===== src/rtl/mc_ctrl.sv =====
// Multi-cycle MIPS-style main control FSM with retired-instruction counter.
// Optional memory wait-state handshake enabled by defining MC_CTRL_MEM_WAIT_EN.
module mc_ctrl #(
  parameter logic [5:0] OP_R    = 6'd0,
  parameter logic [5:0] OP_LW   = 6'd35,
  parameter logic [5:0] OP_SW   = 6'd43,
  parameter logic [5:0] OP_BEQ  = 6'd4,
  parameter logic [5:0] OP_J    = 6'd2,
  parameter logic [5:0] OP_ADDI = 6'd8,
  parameter int         CNT_W   = 32
) (
  input  logic             clk,
  input  logic             rst_n,
  input  logic [5:0]       op,
`ifdef MC_CTRL_MEM_WAIT_EN
  input  logic             mem_ready,
`endif
  output logic             pc_write_cond,
  output logic             pc_write,
  output logic             iord,
  output logic             mem_read,
  output logic             mem_write,
  output logic             mem2reg,
  output logic             ir_write,
  output logic             reg_dst,
  output logic             reg_write,
  output logic [1:0]       pc_source,
  output logic [1:0]       alu_src_a,
  output logic [1:0]       alu_src_b,
  output logic [1:0]       alu_ctrl_op,
  output logic             illegal_op,
  output logic [3:0]       state,
  output logic [CNT_W-1:0] instr_cnt
);

  typedef enum logic [3:0] {
    FETCH  = 4'd0,  DECODE = 4'd1,  MEMADR = 4'd2,  MEMRD = 4'd3,
    MEMWB  = 4'd4,  MEMWR  = 4'd5,  REXE   = 4'd6,  RWB   = 4'd7,
    BRANCH = 4'd8,  JUMP   = 4'd9,  IEXE   = 4'd10, IWB   = 4'd11
  } state_t;

  state_t cur_state;
  state_t nxt_state;
  logic   mem_ok;
  logic   hold;
  logic   retire;
  logic   op_known;

`ifdef MC_CTRL_MEM_WAIT_EN
  assign mem_ok = mem_ready;
`else
  assign mem_ok = 1'b1;
`endif

  assign state    = cur_state;
  assign op_known = (op == OP_R) || (op == OP_LW) || (op == OP_SW) ||
                    (op == OP_BEQ) || (op == OP_J) || (op == OP_ADDI);
  assign hold     = ((cur_state == FETCH) || (cur_state == MEMRD) ||
                     (cur_state == MEMWR)) && !mem_ok;
  assign retire   = ((cur_state == MEMWB) || (cur_state == MEMWR) ||
                     (cur_state == RWB) || (cur_state == BRANCH) ||
                     (cur_state == JUMP) || (cur_state == IWB)) && !hold;
  assign illegal_op = (cur_state == DECODE) && !op_known;

  // Next-state decode; unused encodings fall back to FETCH.
  always_comb begin
    nxt_state = FETCH;
    case (cur_state)
      FETCH:  nxt_state = DECODE;
      DECODE: begin
        if (op == OP_R)                        nxt_state = REXE;
        else if ((op == OP_LW) || (op == OP_SW)) nxt_state = MEMADR;
        else if (op == OP_BEQ)                 nxt_state = BRANCH;
        else if (op == OP_J)                   nxt_state = JUMP;
        else if (op == OP_ADDI)                nxt_state = IEXE;
        else                                   nxt_state = FETCH;
      end
      MEMADR: begin
        if (op == OP_LW) nxt_state = MEMRD;
        else             nxt_state = MEMWR;
      end
      MEMRD:  nxt_state = MEMWB;
      REXE:   nxt_state = RWB;
      IEXE:   nxt_state = IWB;
      default: nxt_state = FETCH;
    endcase
  end

  // State register and retired-instruction counter.
  always_ff @(posedge clk or negedge rst_n) begin
    if (!rst_n) begin
      cur_state <= FETCH;
      instr_cnt <= {CNT_W{1'b0}};
    end else begin
      if (hold) cur_state <= cur_state;
      else      cur_state <= nxt_state;
      if (retire) instr_cnt <= instr_cnt + {{(CNT_W-1){1'b0}}, 1'b1};
      else        instr_cnt <= instr_cnt;
    end
  end

  // Moore output decode; FETCH strobes wait for memory so the PC moves once.
  always_comb begin
    pc_write_cond = 1'b0;
    pc_write      = 1'b0;
    iord          = 1'b0;
    mem_read      = 1'b0;
    mem_write     = 1'b0;
    mem2reg       = 1'b0;
    ir_write      = 1'b0;
    reg_dst       = 1'b0;
    reg_write     = 1'b0;
    pc_source     = 2'b00;
    alu_src_a     = 2'b00;
    alu_src_b     = 2'b00;
    alu_ctrl_op   = 2'b00;
    case (cur_state)
      FETCH: begin
        mem_read  = 1'b1;
        ir_write  = mem_ok;
        pc_write  = mem_ok;
        pc_source = 2'b01;
        alu_src_b = 2'b01;
      end
      DECODE: alu_src_b = 2'b11;
      MEMADR, IEXE: begin
        alu_src_a = 2'b01;
        alu_src_b = 2'b10;
      end
      MEMRD: begin
        mem_read = 1'b1;
        iord     = 1'b1;
      end
      MEMWB: begin
        reg_write = 1'b1;
        mem2reg   = 1'b1;
      end
      MEMWR: begin
        mem_write = 1'b1;
        iord      = 1'b1;
      end
      REXE: begin
        alu_src_a   = 2'b01;
        alu_ctrl_op = 2'b10;
      end
      RWB: begin
        reg_dst   = 1'b1;
        reg_write = 1'b1;
      end
      BRANCH: begin
        alu_src_a     = 2'b01;
        alu_ctrl_op   = 2'b01;
        pc_write_cond = 1'b1;
        pc_source     = 2'b00;
      end
      JUMP: begin
        pc_write  = 1'b1;
        pc_source = 2'b10;
      end
      IWB: reg_write = 1'b1;
      default: pc_source = 2'b00;
    endcase
  end

endmodule


===== config.mk =====
export PLATFORM = sky130hd
export DESIGN_NAME = mc_ctrl
export DESIGN_NICKNAME = d
export VERILOG_FILES = /design/src/rtl/mc_ctrl.sv
export SDC_FILE = /design/constraint.sdc
export NUM_CORES = 1
export LEC_CHECK = 0
export CORE_MARGIN = 4
export CORE_UTILIZATION = 32
export CTS_CLUSTER_DIAMETER = 40
export DETAILED_ROUTE_END_ITERATION = 8
export HOLD_SLACK_MARGIN = 0.05
export SLEW_MARGIN = 20
export SYNTH_ARGS = -nofsm -noshare
export SYNTH_HDL_FRONTEND = slang
export SYNTH_SLANG_ARGS = --single-unit

===== constraint.sdc =====
create_clock -name clk -period 3.5 [get_ports clk]
set_input_delay 1.05 -clock clk [delete_from_list [all_inputs] [get_ports clk]]
set_output_delay 1.05 -clock clk [all_outputs]
set_load 0.01 [all_outputs]

==> results of run 1 <==
[cells in the mapped netlist, drive strengths merged]
library cell / n / area, um2
nor3b: 1 / 7.51
nand4: 8 / 50.1
ha: 1 / 12.5
o21bai: 1 / 7.51
inv: 1 / 3.75
xor2: 14 / 123
nor2: 24 / 90.1
and3: 7 / 43.8
a21oi: 2 / 10.0
xnor2: 20 / 183
o211ai: 1 / 7.51
nor4b: 1 / 23.8
buf: 2 / 15.0
or2: 1 / 6.26
o21ai: 6 / 30.0
nand2b: 5 / 31.3
dfrtp: 36 / 901
a2111oi: 1 / 8.76
and4: 5 / 43.8
conb: 1 / 3.75
nand3: 11 / 65.1
clkbuf: 5 / 18.8
mux2: 1 / 11.3
a31oi: 1 / 6.26
nor3: 11 / 66.3
nor4: 4 / 40.0
nand2: 23 / 86.3
nor2b: 2 / 15.0
[layout make-up]
cell class              instances  area [um2]
repair buffers                 65         627
clock inverters                 1        5.00
multi-input cells             152         978
inverters                       1        3.75
flip-flops and latches         36         901
clock buffers                   6        72.6
well taps                      72        90.1
fillers                       553        2960
[routing by layer]
metal,vias up,part of all wire,global-route usage
li1,804,-,-
met1,763,0.45,0.167
met2,38,0.47,0.207
met3,6,0.067,0.0437
met4,0,0.015,0.0388
met5,-,0,0
[layout by cell type, fill, tap and decap left out, types with 2 or more instances in the layout]
| cell type | netlist | final |
|---|---|---|
| nand2b_1 | 5 | 5 |
| a21oi_1 | 2 | 2 |
| nand4_1 | 8 | 8 |
| nand3_2 | 2 | 2 |
| clkdlybuf4s50_1 | 0 | 57 |
| nand2_1 | 23 | 23 |
| o21ai_0 | 6 | 6 |
| nor2_1 | 24 | 24 |
| xnor2_1 | 19 | 19 |
| and3_1 | 7 | 7 |
| dfrtp_1 | 36 | 36 |
| nor3_1 | 10 | 10 |
| and4_1 | 5 | 5 |
| xor2_1 | 14 | 14 |
| nand3_1 | 9 | 9 |
| clkbuf_8 | 0 | 5 |
| buf_4 | 2 | 5 |
| nor4_1 | 3 | 2 |
[flip-flops by register name, indices dropped and copies added, names as in the netlist]
signal / cells
instr_cnt: 32
state: 4
[through the flow]
step | hold WS, ns | worst slack [ns]
global placement | 0.460 | -0.175
global route | 0.494 | 0.0638
CTS | 0.472 | 0.0515
finish | 0.470 | 0.189
floorplan | 0.504 | 0.850
detailed placement | 0.459 | -0.210
[path summary, 6_finish.rpt]
path | startpoint | endpoint | depth (start not counted)
max | op[3] | illegal_op | 5
min in group asynchronous | rst_n | instr_cnt[5] | 1
max reg2reg | state[1] | instr_cnt[25] | 5
min reg2reg | instr_cnt[31] | instr_cnt[31] | 1
min | instr_cnt[31] | instr_cnt[31] | 1
max in group asynchronous | rst_n | instr_cnt[31] | 1
[power by group through the flow]
| stage | sequential (W) | clock, W | combinational [W] |
|---|---|---|---|
| 2_1_floorplan | 0.000498 | 0 | 0.000140 |
| 4_1_cts | 0.000504 | 0.000284 | 0.000299 |
| 3_3_place_gp | 0.000512 | 0 | 0.000303 |
| 6_report | 0.000503 | 0.000273 | 0.000292 |
| 3_5_place_dp | 0.000511 | 0 | 0.000302 |
| 5_1_grt | 0.000512 | 0.000304 | 0.000324 |
[critical path: stages]
cell             delay, ns
clkdlybuf4s50_1       0.48
xor2_1                0.17
o211ai_1              0.21
and4_1                0.22
clkbuf_2              0.13
[logic make-up (layout without fill, tap and decap cells)]
logic type	count (synthesis)	after routing	share of synthesized area
flip-flops	36	36	0.472
buffers and inverters	8	73	0.0196
adder cells (fa/ha/maj)	1	1	0.00655
multiplexers	1	1	0.00589
AND/OR/NAND/NOR	103	103	0.298
other	1	1	0.00196
AO/OA/AOI/OAI	12	12	0.0367
XOR/XNOR	34	34	0.160
[timing repair]
| item | in CTS | in global routing |
|---|---|---|
| gates resized for setup | 2 | 3 |
| pin swaps | 0 | 1 |
| setup buffers | 0 | 0 |
| endpoints found under the setup margin | 1 | 1 |
==> metrics, run 1 <==
Final Cell Area=0.00268 mm2; fin cells=333; Initial Util=0.339; Port Buf Inserts=60; dpl cell area=0.00260 mm2; PwrDens=399 mW/mm2; Bufs on Longest Clock Path=2; # hold bufs at CTS=0; CTS Buf Count=5; Overall Global Routing Usage=0.130; clock-pin slew on the worst setup and hold paths=approximately 0.070 ns; clock power share=0.255; htree depth=2; Final Hold Fails=0; Worst slew margin=0.485; Core Util, Final=0.475; CTS tree=built; Cells after DPL=326; Root Buffer=clkbuf_8; cells after synthesis=196; share of cells above drive strength 1=0.0881; die area=~0.0073 mm2; Yosys reg bits=36; RSZ-0062 raised after global routing=no; P_leak=between 1 and 1.5 nW; antenna viol nets, final=0; Tmin final=3.31 ns; largest net degree at the start of global routing=37; die extent in y=between 80 and 90 um; Cell variety after synth=33; # rows=27; DRT Wirelength=4.41 mm; Remaining Overflow, GRT=0; R2R setup slack=1.51 ns; initial antenna violation count=0; Final Power=0.00107 W; sw power=about 0.00032 W; Gate power share=0.274; Slew @ Worst Pin=between 0.7 and 0.8 ns; fin crit share=0.946; sw frac=0.304; CP Data Arrival Time=approximately 2.3 ns; Net count, final=between 200 and 300; global placement routability congestion=0.747; sequential power share=0.471; Worst EP required=around 2.5 ns; outcome=complete, no violations; Syn Nets=205; Chip Width=85.3 um; worst-path fanout max=4; f_max=between 300 and 400 MHz; DR vias/cell=4.84; first-pass GRT wire length=7.72 mm; routed length per instance=13.3 um; Syn Std Cell Area=around 0.0019 mm2; Crit Path Class=in2out; CORE AREA=0.00564 mm2; Ports=62; synthesized area per cell=between 9 and 10 um2; DR pass1 iterations=4; DR vias=1611; Peak supply drop=0.000142 V; drc violations=0; initial DRC count=63; later-pin clock latency in the skew report=0.28 ns; Max Slew Vio Count=0; Setup crit end kind=output pin; YS warnings=0; max_cap viols=0; Final setup viols=0; Seq/Total Area, Yosys=0.472; vias in the first global route=1628; DP HPWL=3.32 mm; diode count=0; CP startpoint kind=primary input; clk sink count=36; clock skew=0.00285 ns; final setup TNS=0 ns; Hold Path Class=reg2reg; P&R area growth vs syn=40.1%; Internal=0.000744 W
Note: power is estimated with default switching activity, not from simulation.
==> run 2: changes to the inputs <==
--- a/config.mk
+++ b/config.mk
@@ -5,6 +5,7 @@
 export SDC_FILE = /design/constraint.sdc
 export NUM_CORES = 1
 export LEC_CHECK = 0
+export CAP_MARGIN = 5
 export CORE_MARGIN = 4
 export CORE_UTILIZATION = 32
 export CTS_CLUSTER_DIAMETER = 40
==> results of run 2 <==
No change in the layout: final DEF, timing and power equal those of run 1.
==> run 3: changes to the inputs <==
--- a/config.mk
+++ b/config.mk
@@ -5,13 +5,13 @@
 export SDC_FILE = /design/constraint.sdc
 export NUM_CORES = 1
 export LEC_CHECK = 0
+export ABC_AREA = 1
 export CAP_MARGIN = 5
 export CORE_MARGIN = 4
 export CORE_UTILIZATION = 32
 export CTS_CLUSTER_DIAMETER = 40
 export DETAILED_ROUTE_END_ITERATION = 8
 export HOLD_SLACK_MARGIN = 0.05
-export SLEW_MARGIN = 20
 export SYNTH_ARGS = -nofsm -noshare
 export SYNTH_HDL_FRONTEND = slang
 export SYNTH_SLANG_ARGS = --single-unit
==> run 3 against run 2 <==
Cell count up 53%. Cell area up 23%. Sequential share of layout area down 6.3 points. Sequential power down 3%. Worst setup slack worse by 0.078 ns. Flip-flop and latch count unchanged. Total power up 9.9%. Clock-buffer cell count up 1. Wire length up 43%. Die area up 24%. Non-clock buffer count up 5.
==> metrics, run 3 <==
Worst EP required=2.45 ns (about the same); DR vias=2353 (+46%); worst path cell trace=clkdlybuf4s50_1, buf_4, nor3_2, nand3_1, nand3_1, nor2_1, dlygate4sd2_1; Hold Path Class=reg2reg; Root Buffer=clkbuf_8; CP max-delay cell=clkdlybuf4s50_1; Seq/Total Area, Yosys=0.374 (-0.0977); Post-synth EDFFs=0 (unchanged); Levels on crit path=7 (+2); Bufs on Longest Clock Path=2 (unchanged); Crit Path Class=in2out; fin crit share=0.968 (+0.0223); uppermost layer routed=met4; Most flops, register=instr_cnt; P_leak=1.52 nW (+36%); Worst slew margin=0.448 (-0.0368); most common cell in the netlist=nand2_1; CORE AREA=0.00729 mm2 (+29%); cells after synthesis=337 (+72%); # rows=31 (+15%); Overall Global Routing Usage=0.153 (+0.0226); first-pass GRT wire length=10.9 mm (+41%); routed length per instance=12.3 um (-7.0%); CTS tree=built; Area contributors post-synth=dfrtp_1 (37%), nand2_1 (13%), nor2_1 (7.9%); Cell variety after synth=27 (-18%); htree depth=2 (unchanged); Final Power=0.00117 W (+9.9%); die extent in y=94.8 um (+11%); most frequent cells in the layout=nand2_1 (82), clkdlybuf4s50_1 (58), nor2_1 (51); DR vias/cell=4.60 (-4.8%); final setup TNS=0 ns (unchanged); clock-pin slew on the worst setup and hold paths=0.07 ns (about the same); Net count, final=421 (+56%); YS warnings=0 (unchanged); Syn Nets=346 (+69%); vias in the first global route=2324 (+43%); die area=0.00898 mm2 (+24%); share of cells above drive strength 1=0.119 (+0.0308); Max stage delay on crit path=0.42 ns (-0.06 ns); clock skew=0.00882 ns (+0.00597 ns); Met1 Routed Length=2.98 mm (+50%); worst-path fanout max=2 (-2); DP HPWL=4.92 mm (+48%); PwrDens=357 mW/mm2 (-11%); Remaining Overflow, GRT=0 (unchanged); global placement routability congestion=0.850 (+14%); initial antenna violation count=0 (unchanged); Ports=62 (unchanged); commonest non-fill, non-tap cell in the layout=nand2_1; Final setup viols=0 (unchanged); Hold Worst Slack=0.520 ns (+0.0503 ns); max FFs per register=32 (unchanged); Max Slew Vio Count=0 (unchanged); RSZ-0062 raised after global routing=no; post-synth top area share=0.374 (-0.0977); Placement Setup Slack=-0.114 ns (+0.0961 ns); clk sink count=36 (unchanged); Initial Util=0.330 (-0.00818); area leader, netlist=dfrtp_1; DRT Wirelength=6.30 mm (+43%); f_max=295 MHz (-2.3%); CP Data Arrival Time=2.34 ns (+0.08 ns); R2R cell count=8 (+3); metal2 WL=2.94 mm (+42%); worst hold path stage count=1 (unchanged); Chip Width=94.8 um (+11%); Core Util, Final=0.451 (-0.0235); Peak supply drop=0.000127 V (-11%); max_cap viols=0 (unchanged); DR pass1 iterations=4 (unchanged); largest net degree at the start of global routing=37 (unchanged); Yosys reg bits=36 (unchanged); ys flop type=dfrtp_1; antenna viol nets, final=0 (unchanged); CP startpoint kind=primary input; Buf/Inv on CP=3 (+1); CTS Buf Count=5 (unchanged); Syn Std Cell Area=0.00241 mm2 (+26%); synth cell count leaders=nand2_1 (82), nor2_1 (51), inv_1 (50), dfrtp_1 (36), nand3_1 (30); drc violations=0 (unchanged); Slew @ Worst Pin=0.828 ns (+0.0552 ns); Async S/R FF share, synth=1.00 (unchanged); most frequent CP cell=nand3_1; later-pin clock latency in the skew report=0.29 ns (about the same); Port Buf Inserts=60 (unchanged); Setup crit end kind=output pin; synthesized area per cell=7.15 um2 (-27%); initial DRC count=86 (+37%); Tmin final=3.39 ns (+0.0782 ns); P&R area growth vs syn=36.5%; outcome=complete, no violations; diode count=0 (unchanged); Final Hold Fails=0 (unchanged); worst setup margin=0.111 ns (-0.0782 ns); Met3 Wirelength=314 um (+6.4%); CP delay by family, top=buffers and inverters
-- run 3: cell type report --
class | count | area [um2]
clock buffers | 7 | 96.3
well taps | 99 | 124
repair buffers | 70 | 669
inverters | 54 | 203
flip-flops and latches | 36 | 901
fillers | 795 | 4000
multi-input cells | 245 | 1300
-- run 3: what timing repair did --
action / CTS / global route
pin swaps: 0 / 1
endpoints found under the setup margin: 1 / 1
hold buffers: 0 / 0
gates resized for setup: 1 / 1
buffers inserted: 0 / 1
-- run 3: logic make-up after synthesis --
family                     count (synthesis)  share of synthesized area
DFF                                       36                      0.374
AOI/OAI and AO/OA                         11                     0.0244
other                                      1                    0.00156
buffers and inverters                     56                     0.0903
and+or+nand+nor                          217                      0.450
xor gates and xnor gates                  15                     0.0545
adders and majority gates                  1                    0.00519
-- run 3: final timing paths --
| path | start | end | slack [ns] |
|---|---|---|---|
| worst max-delay path | op[0] | illegal_op | 0.11 |
| worst min-delay path | instr_cnt[6] | instr_cnt[6] | 0.52 |
| worst max register to register | instr_cnt[0] | instr_cnt[30] | 1.86 |
| worst min register to register | instr_cnt[6] | instr_cnt[6] | 0.52 |
| max in group asynchronous | rst_n | instr_cnt[1] | 2.12 |
| min in group asynchronous | rst_n | instr_cnt[12] | 0.85 |
-- run 3: worst register-to-register path, stage by stage (launching register included) --
cell and delay [ns]:
dfrtp_1 0.49, ha_1 0.23, nand3_2 0.11, nor2_1 0.19, nand2_1 0.12, nor2_1 0.16
nand4_1 0.10, nand2_1 0.10, inv_1 0.04
-- run 3: layer usage --
metal / vias up / track usage
li1: 1215 / -
met1: 1073 / 0.202
met2: 60 / 0.256
met3: 5 / 0.0239
met4: 0 / 0.0457
met5: - / 0
-- run 3: metrics by stage --
step                cell area (um2)  std cells
floorplan                      2410        337
global placement               3180        503
detailed placement             3180        503
CTS                            3280        510
global route                   3290        511
finish                         3290        511
-- run 3: power breakdown --
group | switching, W | internal [W]
Clock | 0.000147 | 0.000175
Combinational | 0.000193 | 0.000173
Sequential | 0.0000450 | 0.000442
Total | 0.000385 | 0.000790
